### config.mk
export PLATFORM = sky130hd
export DESIGN_NAME = sequencer
export DESIGN_NICKNAME = d
export VERILOG_FILES = /design/src/rtl/sequencer.sv
export SDC_FILE = /design/constraint.sdc
export NUM_CORES = 1
export LEC_CHECK = 0
export ABC_CLOCK_PERIOD_IN_PS = 2620
export CAP_MARGIN = 25
export CORE_AREA = 2 2 39 41
export DETAILED_ROUTE_END_ITERATION = 16
export DIE_AREA = 0 0 41 43
export REMOVE_ABC_BUFFERS = 1
export SLEW_MARGIN = 20
export SYNTH_ARGS = -nofsm -noshare
export SYNTH_HDL_FRONTEND = slang
export SYNTH_SLANG_ARGS = --single-unit
### constraint.sdc
create_clock -name clk -period 2.62 [get_ports clk]
set_input_delay 0.262 -clock clk [delete_from_list [all_inputs] [get_ports clk]]
set_output_delay 0.262 -clock clk [all_outputs]
set_load 0.03 [all_outputs]
### src/rtl/sequencer.sv
// Microcode step sequencer: fetch A, fetch B, execute; registered control-ROM address.
// Optional build macro SEQ_HALT_EN: opcode 4'b1111 at the execute step freezes the sequence until reset.
//
// state        | meaning
// STEP_EXEC    | count=0, execute address presented (also the reset state)
// STEP_FETCH_A | count=1, FETCH0_ADDR presented
// STEP_FETCH_B | count=2, FETCH1_ADDR presented
// STEP_ILLEGAL | count=3, upset only; recovers into execute
module sequencer #(
    parameter logic [3:0] FETCH0_ADDR = 4'b0000,
    parameter logic [3:0] FETCH1_ADDR = 4'b0010,
    parameter logic [3:0] EXEC_OFFSET = 4'd3
) (
    input  logic       clk,
    input  logic       reset_sequencer,
    input  logic [3:0] opcode,
    output logic [3:0] control_address
);

    typedef enum logic [1:0] {
        STEP_EXEC    = 2'd0,
        STEP_FETCH_A = 2'd1,
        STEP_FETCH_B = 2'd2,
        STEP_ILLEGAL = 2'd3
    } step_t;

    step_t      count;
    step_t      count_next;
    logic [3:0] addr_next;

`ifdef SEQ_HALT_EN
    logic halted;
    logic halted_next;
`endif

    always_ff @(posedge clk) begin
        if (reset_sequencer) begin
            count           <= STEP_EXEC;
            control_address <= 4'b0000;
`ifdef SEQ_HALT_EN
            halted          <= 1'b0;
`endif
        end else begin
            count           <= count_next;
            control_address <= addr_next;
`ifdef SEQ_HALT_EN
            halted          <= halted_next;
`endif
        end
    end

    always_comb begin
        count_next = count;
        addr_next  = control_address;
`ifdef SEQ_HALT_EN
        halted_next = halted;
`endif
        case (count)
            STEP_EXEC: begin
                count_next = STEP_FETCH_A;
                addr_next  = FETCH0_ADDR;
            end
            STEP_FETCH_A: begin
                count_next = STEP_FETCH_B;
                addr_next  = FETCH1_ADDR;
            end
            default: begin
                // Fetch B and the illegal code both enter execute; mod-16 wrap is intended.
                count_next = STEP_EXEC;
                addr_next  = opcode - EXEC_OFFSET;
`ifdef SEQ_HALT_EN
                if (opcode == 4'b1111) begin
                    halted_next = 1'b1;
                end
`endif
            end
        endcase
`ifdef SEQ_HALT_EN
        if (halted) begin
            count_next = count;
            addr_next  = control_address;
        end
`endif
    end

endmodule

==> summary.md, run 1 <==
| Metric | Value |
|---|---|
| Status | complete, no violations |
| Yosys reg bits | 6 |
| HPWL Detailed | 275 um |
| Finished Core Util | 25.0% |
| Max-Cap Viols | 0 |
| Post-place instance area | 324 sq um |
| Clock transition at path regs | 0.04 ns |
| CTS Sinks | 6 |
| Post-CTS Setup Inserts | 0 |
| Max_slew headroom | 79.9% |
| Pin count of the biggest net entering global routing | 7 |
| Routed vias/inst | 3.66 |
| Fin. max-slew vios | 0 |
| Crit path max-delay family | buffers and inverters |
| Die outline height | 43 um |
| Bufs and invs on worst path | 1 |
| GPL Wtd Cong | 0.574 |
| Power Density | 605 mW/mm^2 |
| Hold Worst Slack | 0.434 ns |
| Power consumption | 210 uW |
| CP Data Required Time | 2.36 ns |
| Core area | 0.00138 sq mm |
| Hold-fix buffers, CTS | 0 |
| Area grow syn2layout | 62.0% |
| Worst setup path category | register to output port |
| First DRT Iteration DRCs | 1 |
| Setup Skew | 0.000422 ns |
| Fin crit period | 1.47 ns |
| Setup TNS | 0 ns |
| Yosys warns | 0 |
| Final wirelength | 341 um |
| I/O pin count | 10 |
| Hold Path Cell Cnt | 1 |
| DRT antenna net count | 0 |
| Slowest cell on the critical path | clkdlybuf4s50_1 |
| CTS tree | done |
| Fmax | 681 MHz |
| Placement Rows | 14 |
| Root Buffer | clkbuf_4 |
| Min-Delay Path Class | register to register |
| Final nets | 40 |
| Vias in the first global route | 142 |
| Via Count | 172 |
| Port bufs | 9 |
| Cell breakdown of the critical path | clkdlybuf4s50_1 |
| Total gr overflow | 0 |
| Sequential area share after synthesis | 56.1% |
| Share of layout cells above drive strength 1 | 9.68% |
| Mapped cell area | 214 sq um |
| Clk buf depth | 2 |
| First-pass GRT wire length | 489 um |
| Leakage | 0.000131 uW |
| Final setup viols | 0 |
| H-tree depth | 1 |
| Gr usage total | 5.14% |
| Drc violations | 0 |
| Slowest Stage Delay on Critical Path | 0.66 ns |
| RSZ-0062 raised after global routing | false |
| Path depth of the worst reg2reg path | 2 |
| Final instance area | 347 sq um |
| Worst setup EP type | output port |
| Ant. Diodes | 0 |
| Drt pass-1 iters | 2 |
| Initial antenna violation count | 0 |
| Max FO, Critical Path | 1 |
| Synth cell types | 11 |
| Post-CTS sizing | 0 |
| Mean Syn Cell Area | 11.3 sq um |
| Fin. Hold Viols | 0 |
| Cells after Synth | 19 |
| Worst slew pin tran | 0.300 ns |
| Most common cell after layout, fill and taps aside | clkdlybuf4s50_1 |
| Crit path launch type | register |
| Clock Latency Late Sink | 0.24 ns |
| Commonest non-fill, non-tap cells in the layout | clkdlybuf4s50_1 (9), dfxtp_1 (6), nor2_1 (3), clkbuf_4 (3), mux2i_1 (2) |
| CTS buffer count | 3 |
| Full die area | 0.00176 sq mm |
| VDD IR-drop max | 0.233 mV |
| Worst EP arrival | 1.21 ns |
| Average wire per standard cell | 7.26 um |
| Crit path depth | 1 |
| Starting density of the core | 15.5% |
| Final Cycle Share | 56.0% |
| Die W | 41 um |
[path summary, 6_finish.rpt]
| kind | start | to | slack [ns] |
|---|---|---|---|
| worst max-delay path | control_address[3] | control_address[3] | 1.15 |
| worst min-delay path | count[0] | count[0] | 0.43 |
| worst max register to register | count[1] | control_address[3] | 1.67 |
| worst min register to register | count[0] | count[0] | 0.43 |
[state kept, by name (all words and copies together), names as in the netlist]
| name | count |
|---|---|
| control_address | 4 |
| count | 2 |
[report_power, final]
part | internal [uW] | switching [uW] | total [uW]
combinational | 16.2 | 11.8 | 28.0
clock | 51.6 | 30.7 | 82.3
sequential | 96.7 | 2.79 | 99.5
total | 165 | 45.3 | 210
[cell families after synthesis]
family	synth area share [%]
fa+ha+maj	5.85
mux	9.36
compound gates	2.34
flops	56.1
xor+xnor	4.09
simple gates	22.2
[per-stage QoR]
step | instances | worst slack [ns]
after floorplan | 19 | 1.72
after global placement | 44 | 1.29
after detailed placement | 44 | 1.30
after CTS | 47 | 1.14
after global routing | 47 | 1.10
final | 47 | 1.15
[cells in the mapped netlist]
cell	number	area [sq um]
dfxtp_1	6	120
nor2_1	3	11.3
mux2i_1	2	20.0
a21oi_1	1	5.00
ha_1	1	12.5
nand3b_1	1	7.51
nor3_1	1	5.00
nor3b_1	1	7.51
or2b_1	1	7.51
or3b_1	1	8.76
xor2_1	1	8.76
[cell type report]
cell class                      instances  area (sq um)
Sequential cell                         6           120
Multi-Input combinational cell         13          93.8
Tap cell                               16          20.0
Clock buffer                            3          22.5
Fill cell                             154          1040
Timing Repair Buffer                    9          90.1
[metal layers]
layer	track usage [%]	up-vias	wire (um)
met5	0	-	0
met4	4.00	0	0
met3	7.85	0	46
met2	5.94	9	160
met1	3.58	72	134
li1	-	91	-
[worst register-to-register path, cell delays in order (launching register included)]
cell     delay (ns)
dfxtp_1        0.40
or3b_1         0.36
mux2i_1        0.12
Power figures use the tool's default switching activity.
==> inputs of run 2 (changes only) <==
--- a/config.mk
+++ b/config.mk
@@ -5,7 +5,7 @@
 export SDC_FILE = /design/constraint.sdc
 export NUM_CORES = 1
 export LEC_CHECK = 0
-export ABC_CLOCK_PERIOD_IN_PS = 2620
+export ABC_CLOCK_PERIOD_IN_PS = 1200
 export CAP_MARGIN = 25
 export CORE_AREA = 2 2 39 41
 export DETAILED_ROUTE_END_ITERATION = 16
==> constraint.sdc (replaced) <==
create_clock -name clk -period 1.2 [get_ports clk]
set_input_delay 0.12 -clock clk [delete_from_list [all_inputs] [get_ports clk]]
set_output_delay 0.12 -clock clk [all_outputs]
set_load 0.03 [all_outputs]
==> summary.md, run 2 (synthesized netlist as in run 1, its figures left out) <==
| Metric | Value |
|---|---|
| GPL Wtd Cong | 0.590 (was 0.574) |
| Gr usage total | 5.84% (was 5.14%) |
| Starting density of the core | 15.5% (unchanged) |
| Post-CTS Setup Inserts | 0 (unchanged) |
| Status | complete, no violations (unchanged) |
| CTS buffer count | 3 (unchanged) |
| Max FO, Critical Path | 1 (unchanged) |
| Total gr overflow | 0 (unchanged) |
| Regs by FF count | control_address: 4 flops, count: 2 flops (unchanged) |
| I/O pin count | 10 (unchanged) |
| Setup Skew | 0.000220 ns (was 0.000422 ns) |
| Ant. Diodes | 0 (unchanged) |
| Hold Path Cell Cnt | 1 (unchanged) |
| Worst slew pin tran | 0.299 ns (was 0.300 ns) |
| Sequential power share | 47.3% (was 47.4%) |
| Fin. Hold Viols | 0 (unchanged) |
| Most common cell after layout, fill and taps aside | dfxtp_1 (was clkdlybuf4s50_1) |
| M2 GR Usage | 6.88% (was 5.94%) |
| Max reg flops | 4 (unchanged) |
| Die W | 41 um (unchanged) |
| Root Buffer | clkbuf_4 (unchanged) |
| Final setup viols | 0 (unchanged) |
| Fin. max-slew vios | 0 (unchanged) |
| Grt met3 use | 9.42% (was 7.85%) |
| Max-Cap Viols | 0 (unchanged) |
| Setup TNS | 0 ns (unchanged) |
| Initial antenna violation count | 0 (unchanged) |
| Max_slew headroom | 80.2% (was 79.9%) |
| Min-Delay Path Class | register to register (unchanged) |
| Pin count of the biggest net entering global routing | 7 (unchanged) |
| DRT antenna net count | 0 (unchanged) |
| First-pass GRT wire length | 572 um (was 489 um) |
| Routed vias/inst | 3.65 (was 3.66) |
| Worst setup EP type | output port (unchanged) |
| Critical R2R Launch | count[1] (unchanged) |
| Placement Rows | 14 (unchanged) |
| Fin crit period | 1.04 ns |
| Core area | 0.00138 sq mm (unchanged) |
| Path depth of the worst reg2reg path | 2 (unchanged) |
| Bufs and invs on worst path | 1 (unchanged) |
| CP Data Required Time | 1.08 ns (was 2.36 ns) |
| Clk buf depth | 2 (unchanged) |
| P_int | 357 uW (was 165 uW) |
| Worst EP arrival | 0.92 ns (was 1.21 ns) |
| Finished Layout Cells | 48 (was 47) |
| Power Density | 1310 mW/mm^2 (was 605 mW/mm^2) |
| Vias in the first global route | 148 (was 142) |
| Hold Crit Start | count[0] (unchanged) |
| Clock power frac | 39.5% (was 39.2%) |
| Area grow syn2layout | 63.2% (was 62.0%) |
| Full die area | 0.00176 sq mm (unchanged) |
| Worst r2r dst | control_address[3] (unchanged) |
| Fmax | 960 MHz |
| RSZ-0062 raised after global routing | false (unchanged) |
| CTS tree | done (unchanged) |
| Via Count | 175 (was 172) |
| Clock transition at path regs | 0.04 ns (about the same) |
| Average wire per standard cell | 6.96 um (was 7.26 um) |
| Leakage | 0.000154 uW (was 0.000131 uW) |
| Largest Register | control_address (unchanged) |
| Crit path max-delay family | buffers and inverters (unchanged) |
| Slowest cell on the critical path | dlygate4sd2_1 (was clkdlybuf4s50_1) |
| VDD IR-drop max | 0.494 mV (was 0.233 mV) |
| Share of layout cells above drive strength 1 | 12.5% (was 9.68%) |
| Clock Latency Late Sink | 0.24 ns (about the same) |
| Placed insts | 45 (was 44) |
| Die outline height | 43 um (unchanged) |
| H-tree depth | 1 (unchanged) |
| GRT busiest layer | met3 (unchanged) |
| Worst reg-to-reg setup slack | 0.24 ns (was 1.67 ns) |
| Switching power | 101 uW (was 45.3 uW) |
| Comb power frac | 13.1% (was 13.4%) |
| Drt pass-1 iters | 2 (unchanged) |
| Crit path launch type | register (unchanged) |
| Final Cycle Share | 86.8% |
| Worst setup path category | register to output port (unchanged) |
| First DRT Iteration DRCs | 1 (unchanged) |
| Commonest non-fill, non-tap cells in the layout | dfxtp_1 (6), clkdlybuf4s50_1 (5), dlygate4sd2_1 (4), nor2_1 (3), clkbuf_4 (3) (was clkdlybuf4s50_1 (9), dfxtp_1 (6), nor2_1 (3), clkbuf_4 (3), mux2i_1 (2)) |
| Finished Core Util | 25.2% (was 25.0%) |
| Slowest Stage Delay on Critical Path | 0.38 ns (was 0.66 ns) |
| Sw Share | 22.0% (was 21.6%) |
| Hold Path End | count[0] (unchanged) |
| CTS Sinks | 6 (unchanged) |
| Hold-fix buffers, CTS | 0 (unchanged) |
| Cell breakdown of the critical path | dlygate4sd2_1 (was clkdlybuf4s50_1) |
| Final wirelength | 334 um (was 341 um) |
| Drc violations | 0 (unchanged) |
| Port bufs | 9 (unchanged) |
| M1 GR Usage | 4.85% (was 3.58%) |
| HPWL Detailed | 272 um (was 275 um) |
| Final nets | 41 (was 40) |
==> run 2: cell type report <==
class                      count  area [sq um]
fill                         154          1030
sequential                     6           120
multi-input combinational     13          93.8
timing repair buffer          10          92.6
clock buffer                   3          22.5
tap                           16          20.0
==> run 2: how the worst max path moves through the flow <==
stage / startpoint / to / slack (ns) / depth (start not counted)
floorplan: count[1] / control_address[3] / 0.30 / 2
global placement: opcode[0] / control_address[1] / 0.03 / 4
detailed placement: opcode[0] / control_address[1] / 0.02 / 4
CTS: control_address[1] / control_address[1] / 0.14 / 1
global route: control_address[2] / control_address[2] / 0.10 / 1
finish: control_address[3] / control_address[3] / 0.16 / 1
==> run 2: power by group through the flow <==
stage / Sequential, uW / Clock, uW / Combinational [uW]
floorplan: 231 / 0 / 18.1
global placement: 221 / 0 / 64.0
detailed placement: 221 / 0 / 64.7
CTS: 217 / 193 / 61.1
global route: 219 / 206 / 65.6
finish: 217 / 181 / 60.1
==> run 2: stage by stage <==
stage | setup WS (ns) | cell area (sq um) | total power (uW) | hold WS, ns
2_1_floorplan | 0.301 | 214 | 249 | 0.191
3_3_place_gp | 0.0342 | 332 | 285 | 0.428
3_5_place_dp | 0.0184 | 332 | 286 | 0.433
4_1_cts | 0.140 | 349 | 471 | 0.439
5_1_grt | 0.100 | 349 | 490 | 0.484
6_report | 0.158 | 349 | 458 | 0.436
==> run 2: what timing repair did <==
item	CTS	global route
gates resized for setup	4	0
endpoints found under the setup margin	4	0
hold endpoints to repair	0	0
==> run 2: metal layers <==
| layer | share of wire [%] | vias up |
|---|---|---|
| met1 | 37 | 75 |
| met4 | 0 | 0 |
| li1 | - | 91 |
| met3 | 16 | 0 |
| met2 | 48 | 9 |
| met5 | 0 | - |
